--- src/rtl/mem_access_stage.sv ---
// mem_access_stage: RV32I MEM stage. Drives the data bus for loads and stores,
// aligns store lanes, formats load data, stalls upstream while a bus access is open.
// Ports: ex_* from EX/MEM, mem_* to MEM/WB, stall_o/addr_err_o/bus_err_o status,
//        dmem_* request/response bus (req/gnt handshake, rvalid response).
module mem_access_stage #(
  parameter int unsigned TIMEOUT_CYCLES = 255
) (
  input  logic        clk,
  input  logic        rst_n,
  input  logic        ex_valid,
  input  logic        ex_mem_read,
  input  logic        ex_mem_write,
  input  logic [2:0]  ex_funct3,
  input  logic [31:0] ex_alu_result,
  input  logic [31:0] ex_write_data,
  input  logic [4:0]  ex_rd_addr,
  input  logic        ex_reg_write,
  input  logic [1:0]  ex_result_src,
  input  logic [31:0] ex_pc_plus4,
  output logic        mem_reg_write,
  output logic [1:0]  mem_result_src,
  output logic [31:0] mem_alu_result,
  output logic [31:0] mem_read_data,
  output logic [4:0]  mem_rd_addr,
  output logic [31:0] mem_pc_plus4,
  output logic        stall_o,
  output logic        addr_err_o,
  output logic        bus_err_o,
  output logic        dmem_req,
  input  logic        dmem_gnt,
  output logic        dmem_we,
  output logic [31:0] dmem_addr,
  output logic [3:0]  dmem_be,
  output logic [31:0] dmem_wdata,
  input  logic        dmem_rvalid,
  input  logic [31:0] dmem_rdata
);

  localparam int unsigned CW = $clog2(TIMEOUT_CYCLES + 1);

  typedef enum logic [1:0] {
    IDLE,
    REQ,
    WAIT_RSP
  } state_e;

  state_e          state_q, state_d;
  logic [CW-1:0]   cnt_q, cnt_d;

  logic        memop;
  logic        f3_ok;
  logic        mis;
  logic        legal;
  logic        tmo_hit;
  logic        req, stall, done, tmo, aerr, wb_en;
  logic [1:0]  a_lo;
  logic [7:0]  byte_sel;
  logic [15:0] half_sel;
  logic [31:0] load_fmt;

  assign a_lo  = ex_alu_result[1:0];
  assign memop = ex_valid & (ex_mem_read | ex_mem_write);

  always_comb begin
    f3_ok = 1'b0;
    unique case (1'b1)
      ex_funct3 == 3'b000: f3_ok = 1'b1;
      ex_funct3 == 3'b001: f3_ok = 1'b1;
      ex_funct3 == 3'b010: f3_ok = 1'b1;
      ex_funct3 == 3'b100: f3_ok = ex_mem_read;
      ex_funct3 == 3'b101: f3_ok = ex_mem_read;
      default:             f3_ok = 1'b0;
    endcase
  end

  assign mis = ((ex_funct3[1:0] == 2'b01) & a_lo[0])
             | ((ex_funct3 == 3'b010) & (|a_lo));
  assign legal   = f3_ok & ~mis;
  assign tmo_hit = (cnt_q == CW'(TIMEOUT_CYCLES - 1));

  always_comb begin
    state_d = state_q;
    cnt_d   = cnt_q;
    req     = 1'b0;
    stall   = 1'b0;
    done    = 1'b0;
    tmo     = 1'b0;
    aerr    = 1'b0;
    wb_en   = 1'b0;
    unique case (state_q)
      IDLE: begin
        cnt_d = '0;
        wb_en = ex_valid & ex_reg_write & ~memop;
        if (memop & legal) begin
          req     = 1'b1;
          stall   = 1'b1;
          state_d = dmem_gnt ? WAIT_RSP : REQ;
        end else if (memop) begin
          aerr = 1'b1;
        end
      end
      REQ: begin
        req   = 1'b1;
        cnt_d = cnt_q + 1'b1;
        if (tmo_hit) begin
          tmo     = 1'b1;
          state_d = IDLE;
        end else begin
          stall = 1'b1;
          if (dmem_gnt) state_d = WAIT_RSP;
        end
      end
      WAIT_RSP: begin
        cnt_d = cnt_q + 1'b1;
        // A response on the timeout cycle still completes normally.
        if (dmem_rvalid) begin
          done    = 1'b1;
          wb_en   = ex_reg_write;
          state_d = IDLE;
        end else if (tmo_hit) begin
          tmo     = 1'b1;
          state_d = IDLE;
        end else begin
          stall = 1'b1;
        end
      end
      default: state_d = IDLE;
    endcase
  end

  always_ff @(posedge clk or negedge rst_n) begin
    if (!rst_n) begin
      state_q <= IDLE;
      cnt_q   <= '0;
    end else begin
      state_q <= state_d;
      cnt_q   <= cnt_d;
    end
  end

  assign byte_sel = dmem_rdata[{a_lo, 3'b000} +: 8];
  assign half_sel = a_lo[1] ? dmem_rdata[31:16] : dmem_rdata[15:0];

  always_comb begin
    load_fmt = dmem_rdata;
    unique case (ex_funct3)
      3'b000:  load_fmt = {{24{byte_sel[7]}}, byte_sel};
      3'b001:  load_fmt = {{16{half_sel[15]}}, half_sel};
      3'b100:  load_fmt = {24'd0, byte_sel};
      3'b101:  load_fmt = {16'd0, half_sel};
      default: load_fmt = dmem_rdata;
    endcase
  end

  always_comb begin
    dmem_be    = 4'b1111;
    dmem_wdata = ex_write_data;
    if (ex_mem_write) begin
      unique case (ex_funct3)
        3'b000: begin
          dmem_be    = 4'b0001 << a_lo;
          dmem_wdata = {4{ex_write_data[7:0]}};
        end
        3'b001: begin
          dmem_be    = a_lo[1] ? 4'b1100 : 4'b0011;
          dmem_wdata = {2{ex_write_data[15:0]}};
        end
        default: begin
          dmem_be    = 4'b1111;
          dmem_wdata = ex_write_data;
        end
      endcase
    end
  end

  assign dmem_we   = ex_mem_write;
  assign dmem_addr = {ex_alu_result[31:2], 2'b00};

  // Reset forces all control outputs quiet even with a memop presented.
  assign dmem_req      = req & rst_n;
  assign stall_o       = stall & rst_n;
  assign addr_err_o    = aerr & rst_n;
  assign bus_err_o     = tmo & rst_n;
  assign mem_reg_write = wb_en & rst_n;

  assign mem_read_data  = (done & ex_mem_read) ? load_fmt : 32'd0;
  assign mem_result_src = ex_result_src;
  assign mem_alu_result = ex_alu_result;
  assign mem_rd_addr    = ex_rd_addr;
  assign mem_pc_plus4   = ex_pc_plus4;

endmodule
--- config.mk ---
export PLATFORM = sky130hd
export DESIGN_NAME = mem_access_stage
export DESIGN_NICKNAME = d
export VERILOG_FILES = /design/src/rtl/mem_access_stage.sv
export SDC_FILE = /design/constraint.sdc
export NUM_CORES = 1
export LEC_CHECK = 0
export CAP_MARGIN = 10
export CELL_PAD_IN_SITES_DETAIL_PLACEMENT = 0
export CELL_PAD_IN_SITES_GLOBAL_PLACEMENT = 2
export CORE_MARGIN = 8
export CORE_UTILIZATION = 13
export CTS_CLUSTER_DIAMETER = 200
export DETAILED_ROUTE_END_ITERATION = 8
export GPL_TIMING_DRIVEN = 1
export PLACE_DENSITY = 0.85
export SLEW_MARGIN = 0
export SYNTH_ARGS = -nofsm -noshare
export SYNTH_HDL_FRONTEND = slang
export SYNTH_SLANG_ARGS = --single-unit
--- constraint.sdc ---
create_clock -name clk -period 4.6 [get_ports clk]
set_input_delay 0.46 -clock clk [delete_from_list [all_inputs] [get_ports clk]]
set_output_delay 0.46 -clock clk [all_outputs]
set_load 0.02 [all_outputs]
==> results.md, run 1 <==
* Commonest non-fill, non-tap cells in the layout: clkdlybuf4s50_1, nand2_1, nor2_1
* Die Wd at 161 µm
* Top cell by count, worst path: clkdlybuf4s50_1
* N_diodes at 0
* Nets@finish at 571
* Max Slew Vio Count at 0
* Final period util at 76.1%
* Initial antenna violation count at 0
* Final setup violation count at 0
* Hold Path Class: flop to flop
* Startpoint types: input port
* Die Y at 161 µm
* Fin crit period at 3.50 ns
* Max Cap Viol at 0
* Clock Tree Buf Depth at 2
* Clk_lat worst skew at 0.23 ns
* Dpl cells at 689
* Largest net degree at the start of global routing at 30
* DRT Pass-1 Iters at 4
* Critical Path Fanout Max at 15
* Post_cts resized at 0
* Routed WL at 10900 µm
* Flop pwr share at 15.9%
* Total Die Area at between 0.02 and 0.03 mm²
* Register bit count reported by yosys at 10
* GP Congestion at around 0.76
* Layout cells sized above 1 at roughly 11%
* R2R Setup Slk at between 2 and 3 ns
* Port-buffer cells at ~150
* Delay-heaviest family, CP: buffers and inverters
* Final HPWL DP at 9080 µm
* Total power at 787 µW
* Most frequently used flop master after synthesis: dfrtp_1
* Flip-flop and latch area at 250 µm²
* Final hold vios at 0
* Core area at 0.0209 mm²
* Routed Antenna Nets at 0
* Commonest non-fill, non-tap cell in the layout: clkdlybuf4s50_1
* Async S/R FF share, synth at 100%
* Area of the multi-input gates at approximately 0.0015 mm²
* Global-route usage over all layers at under 10%
* Area Overhead vs Synth at 40.1%
* GRT busiest layer: met2
* Distinct cell type count after synthesis at between 40 and 50
* Via count at roughly 2600
* Total setup buffers inserted after CTS at 0
* Status: completed
* DRC viols at 0
* Starting Density at between 10% and 20%
* Buf+Inv Stages, Crit Path at 3
* CP max stage delay at 0.91 ns
* Crit path kind: input port to output pin
* Worst-Margin Slew at 0.801 ns
* H-tree levels at 1
* IO Count at 323
* Max Clock Skew at 0.00111 ns
* GR Layer Usage met2 at 12.8%
* CP endpoint kind: output pin
* Worst path cell trace: clkdlybuf4s50_1 -> buf_4 -> nand2_1 -> a32o_1 -> and3_1 -> o21a_1 -> clkdlybuf4s50_1
* Wirelength per Cell at 15.7 µm
* P_int at 471 µW
* Sw frac at 40.2%
* Syn Area/Cell at 7.19 µm²
* Vias in the first global route at 2721
* Worst path slowest cell: clkdlybuf4s50_1
* Total grt overflow at 0
* TritonCTS Sinks at 10
* Post-synthesis sequential area ratio at 9.11%
* Synth warn at 0
* Final WS setup at roughly 1.1 ns
* Pre-CTS WS at 1.02 ns
* Root Buffer: clkbuf_16
* Non-filler cells, final at 693
* GRT met3 Usage at 3.21%
* CP arrival at about 3.0 ns
* Site row count at 53
* Post-CTS Hold Fix Bufs at 0
* Final Hold Slack at 0.538 ns
* Clock-pin slew on the worst setup and hold paths at 0.04 ns
* Worst endpoint required time at ~4.1 ns
* DRT iter0 DRCs at around 180
* Combinational power share at 62.4%
* TritonCTS buffer count at 3
* Leakage at 0.00151 µW
* Post-Route Setup TNS at 0 ns
* Max VDD drop at 0.188 mV
* Power density cells at 204 mW/mm²
* Fmax at roughly 0.29 GHz
* Filler cells at 2401
* Global routing usage on met1 at 9.83%
* Relative slew slack at 46.5%
* Net switching power at 316 µW
* Clock Power Share at 21.8%
* CTS tree: built
* DR vias/cell at 3.74
* Mapped Area at 0.00275 mm²
* First-pass GRT wire length at 16400 µm
* Number of flops mapped to enable cells by yosys at 0
* RSZ-0062 raised after global routing: false
* Synth Instances at 382
worst reg2reg max path: cells and delay by family (launching register included):
family	cells	cell delay, ns
AO/OA/AOI/OAI	3	0.74
flip-flops	1	0.39
adder cells (fa/ha/maj)	1	0.24
AND/OR/NAND/NOR	1	0.17
buffers and inverters	1	0.08
worst paths after layout:
kind / start / endpoint / cells past startpoint
max: ex_funct3[0] / dmem_req / 7
max reg2reg: state_q[0] / state_q[0] / 6
min in group asynchronous: rst_n / cnt_q[7] / 1
min reg2reg: cnt_q[7] / cnt_q[7] / 2
max in group asynchronous: rst_n / state_q[0] / 1
min: cnt_q[7] / cnt_q[7] / 2
per-stage QoR:
stage	instance area [µm²]	util, %
global placement	3760	18.0
floorplan	2750	-
global route	3850	18.4
finish	3850	18.4
CTS	3850	18.4
detailed placement	3760	18.0
flip-flops by register name, indices dropped and copies added (netlist names):
signal / cells
cnt_q: 8
state_q: 2
synth_stat cells, drive strengths merged (2+ instances only):
| library cell | number | area share [%] |
|---|---|---|
| o211ai | 2 | 0.73 |
| a2111oi | 2 | 1.3 |
| nand3 | 7 | 1.5 |
| ha | 6 | 2.7 |
| and3 | 2 | 0.46 |
| clkbuf | 5 | 0.68 |
| nor3 | 8 | 1.5 |
| a32o | 2 | 0.73 |
| nand2 | 68 | 9.3 |
| a21oi | 16 | 3.1 |
| mux2 | 19 | 7.8 |
| a21o | 2 | 0.55 |
| nor2b | 4 | 0.91 |
| o221a | 2 | 0.82 |
| mux2i | 11 | 4.0 |
| a221oi | 8 | 2.6 |
| inv | 14 | 1.9 |
| xnor2 | 2 | 0.64 |
| mux4 | 6 | 4.9 |
| a22o | 4 | 1.3 |
| nand2b | 7 | 1.6 |
| buf | 126 | 33 |
| nor2 | 28 | 3.8 |
| dfrtp | 10 | 9.1 |
| o21ai | 11 | 2.0 |
| o21a | 2 | 0.55 |
kinds of logic after synthesis:
| group | count (synthesis) | share of synthesized area [%] |
|---|---|---|
| AOI/OAI and AO/OA | 55 | 14.8 |
| muxes | 36 | 16.7 |
| DFF | 10 | 9.11 |
| buffers and inverters | 145 | 36.0 |
| xor gates and xnor gates | 2 | 0.638 |
| adders and majority gates | 6 | 2.73 |
| other | 1 | 0.137 |
| and+or+nand+nor | 127 | 19.8 |
cell type report:
type	instances	share of cell area, %
clock buffers	4	2.31
inverters	14	1.37
multi-input cells	228	39.4
flip-flops and latches	10	6.50
well taps	275	8.94
repair buffers	162	41.5
routing by layer:
layer / routed length, µm / up-vias / share of wire, %
li1: - / 1255 / -
met1: 4610 / 1192 / 42
met2: 4970 / 138 / 46
met3: 1300 / 7 / 12
met4: 27 / 0 / 0.25
met5: 0 / - / 0
power groups by stage:
stage               combinational (µW)  clock, µW  sequential [µW]
finish                             491        171              125
global route                       541        180              130
CTS                                499        175              125
detailed placement                 497          0              127
global placement                   498          0              126
floorplan                          398          0              121
(Power assumes the default switching activity.)
==> inputs of run 2 (changes only) <==
--- a/config.mk
+++ b/config.mk
@@ -9,11 +9,11 @@
 export CELL_PAD_IN_SITES_DETAIL_PLACEMENT = 0
 export CELL_PAD_IN_SITES_GLOBAL_PLACEMENT = 2
 export CORE_MARGIN = 8
-export CORE_UTILIZATION = 13
+export CORE_UTILIZATION = 11
 export CTS_CLUSTER_DIAMETER = 200
 export DETAILED_ROUTE_END_ITERATION = 8
 export GPL_TIMING_DRIVEN = 1
-export PLACE_DENSITY = 0.85
+export PLACE_DENSITY = 0.76
 export SLEW_MARGIN = 0
 export SYNTH_ARGS = -nofsm -noshare
 export SYNTH_HDL_FRONTEND = slang
==> constraint.sdc (replaced) <==
create_clock -name clk -period 2.8 [get_ports clk]
set_input_delay 0.28 -clock clk [delete_from_list [all_inputs] [get_ports clk]]
set_output_delay 0.28 -clock clk [all_outputs]
set_load 0.02 [all_outputs]
==> results.md, run 2 (synthesis gave the netlist of run 1 again) <==
* Final setup violation count at 0 (unchanged)
* Total Die Area at 0.0303 mm² (+16%)
* Final WS setup at 0.118 ns (-0.981 ns)
* Commonest non-fill, non-tap cells in the layout: clkdlybuf4s50_1, nand2_1, nor2_1
* First-pass GRT wire length at 17300 µm (+5.5%)
* R2R Setup Slk at 1.07 ns (-1.79 ns)
* Fin crit period at 2.68 ns
* TritonCTS Sinks at 10 (unchanged)
* Worst endpoint required time at 2.52 ns (-1.62 ns)
* Routed WL at 11500 µm (+5.0%)
* DRT Pass-1 Iters at 6 (+2)
* Final Hold Slack at 0.337 ns (-0.201 ns)
* Starting Density at 11.1% (-2.1 points)
* Core area at 0.0248 mm² (+19%)
* Power density cells at 319 mW/mm² (+56%)
* Root Buffer: clkbuf_16
* Area Overhead vs Synth at 49.7%
* Die Y at 174 µm (+7.8%)
* Crit path kind: input port to output pin
* RSZ-0062 raised after global routing: false
* Leakage at 0.00201 µW (+33%)
* Post-Route Setup TNS at 0 ns (unchanged)
* Initial antenna violation count at 2 (+2)
* Pre-CTS WS at -0.00135 ns (-1.02 ns)
* Layout cells sized above 1 at 14.8% (+3.5 points)
* Max Slew Vio Count at 0 (unchanged)
* TritonCTS buffer count at 3 (unchanged)
* Max VDD drop at 0.362 mV (+93%)
* N_diodes at 0 (unchanged)
* Global-route usage over all layers at 7.12% (-0.72 points)
* Fmax at 0.373 GHz
* Port-buffer cells at 152 (unchanged)
* FF-to-FF End: state_q[0]
* Via count at 2601 (+0.35%)
* Worst r2r src: state_q[0]
* Die Wd at 174 µm (+7.8%)
* IO Count at 323 (unchanged)
* DRC viols at 0 (unchanged)
* Top flop regs: cnt_q: 8 flops, state_q: 2 flops
* Nets@finish at 586 (+2.6%)
* Critical Path Fanout Max at 7 (-8)
* Top reg by flops: cnt_q
* Clock-pin slew on the worst setup and hold paths at 0.04 ns (about the same)
* CTS tree: built
* CP arrival at 2.40 ns (-0.64 ns)
* Final period util at between 90 and 100%
* Max Clock Skew at 0.000755 ns (-0.000352 ns)
* DR vias/cell at 3.41 (-8.9%)
* Hold Path Class: input port to async pin
* Max Cap Viol at 0 (unchanged)
* Routed Antenna Nets at 0 (unchanged)
* Largest net degree at the start of global routing at 22 (-27%)
* GP Congestion at 0.721 (-5.7%)
* Wirelength per Cell at 15.0 µm (-4.7%)
* Site row count at 58 (+9.4%)
* Final hold vios at 0 (unchanged)
* Final HPWL DP at 9600 µm (+5.7%)
* Worst r2r path cells at 6 (unchanged)
* Status: completed
* Clock Tree Buf Depth at 2 (unchanged)
* H-tree levels at 1 (unchanged)
* Commonest non-fill, non-tap cell in the layout: clkdlybuf4s50_1
* CP endpoint kind: output pin
* DRT iter0 DRCs at 177 (+0.57%)
* Vias in the first global route at 2753 (+1.2%)
* Startpoint types: input port
* Max FFs per register at 8 (unchanged)
* Total setup buffers inserted after CTS at 0 (unchanged)
* Clk_lat worst skew at 0.23 ns (about the same)
* Total grt overflow at 0 (unchanged)
## run 2: cell types whose count changed in the layout (fill, tap and decap cells not counted)
cell / previous run / this run
clkdlybuf4s50_1: 152 / 126
dlymetal6s2s_1: 0 / 23
buf_4: 10 / 23
buf_12: 0 / 2
buf_2: 0 / 1
buf_6: 0 / 1
dlygate4sd2_1: 0 / 1
nor3b_2: 1 / 0
nor3b_4: 0 / 1
## run 2: repair_timing
action / in CTS / in global routing
hold buffers: 0 / 0
resized for setup: 1 / 25
setup endpoints to repair: 1 / 37
## run 2: metal layers
metal	global-route usage (%)	part of all wire, %	vias to the layer above
met2	11.8	47	157
met5	0	0.11	-
met3	2.76	9.2	13
li1	-	-	1280
met4	0.926	1.0	2
met1	8.80	43	1149
## run 2: area by class of cell
| cell class | count | area (µm²) |
|---|---|---|
| repair buffers | 177 | 1790 |
| inverters | 14 | 52.6 |
| multi-input cells | 228 | 1520 |
| well taps | 330 | 413 |
| flip-flops and latches | 10 | 250 |
| fillers | 2839 | 20700 |
| clock buffers | 4 | 88.8 |
## run 2: through the flow
stage                     utilization, %  cells  area [µm²]  power [µW]
after CTS                           16.3    763        4050        1340
after floorplan                        -    383        2750         853
after global routing                16.6    763        4110        1410
after global placement              15.9    759        3960        1050
after detailed placement            15.9    759        3960        1050
final                               16.6    763        4110        1310
## run 2: how the worst max path moves through the flow
stage,cells past startpoint,to,start
after floorplan,4,mem_read_data[7],state_q[0]
after global placement,6,mem_read_data[15],ex_alu_result[1]
after detailed placement,6,mem_read_data[15],ex_alu_result[1]
after CTS,8,mem_read_data[31],state_q[0]
after global routing,7,mem_read_data[0],ex_alu_result[0]
final,7,mem_read_data[0],ex_alu_result[0]
## run 2: critical path, stage by stage
cell and delay (ns):
clkdlybuf4s50_1 0.57, nor2b_1 0.16, buf_4 0.20, mux4_2 0.51, nand2_1 0.08, a21oi_1 0.06
clkdlybuf4s50_1 0.54
## run 2: report_power, final
group / internal, µW / leakage [µW] / switching, µW
clock: 215 / 0.0000442 / 66.4
sequential: 172 / 0.000136 / 33.3
combinational: 399 / 0.00183 / 428
total: 786 / 0.00201 / 528
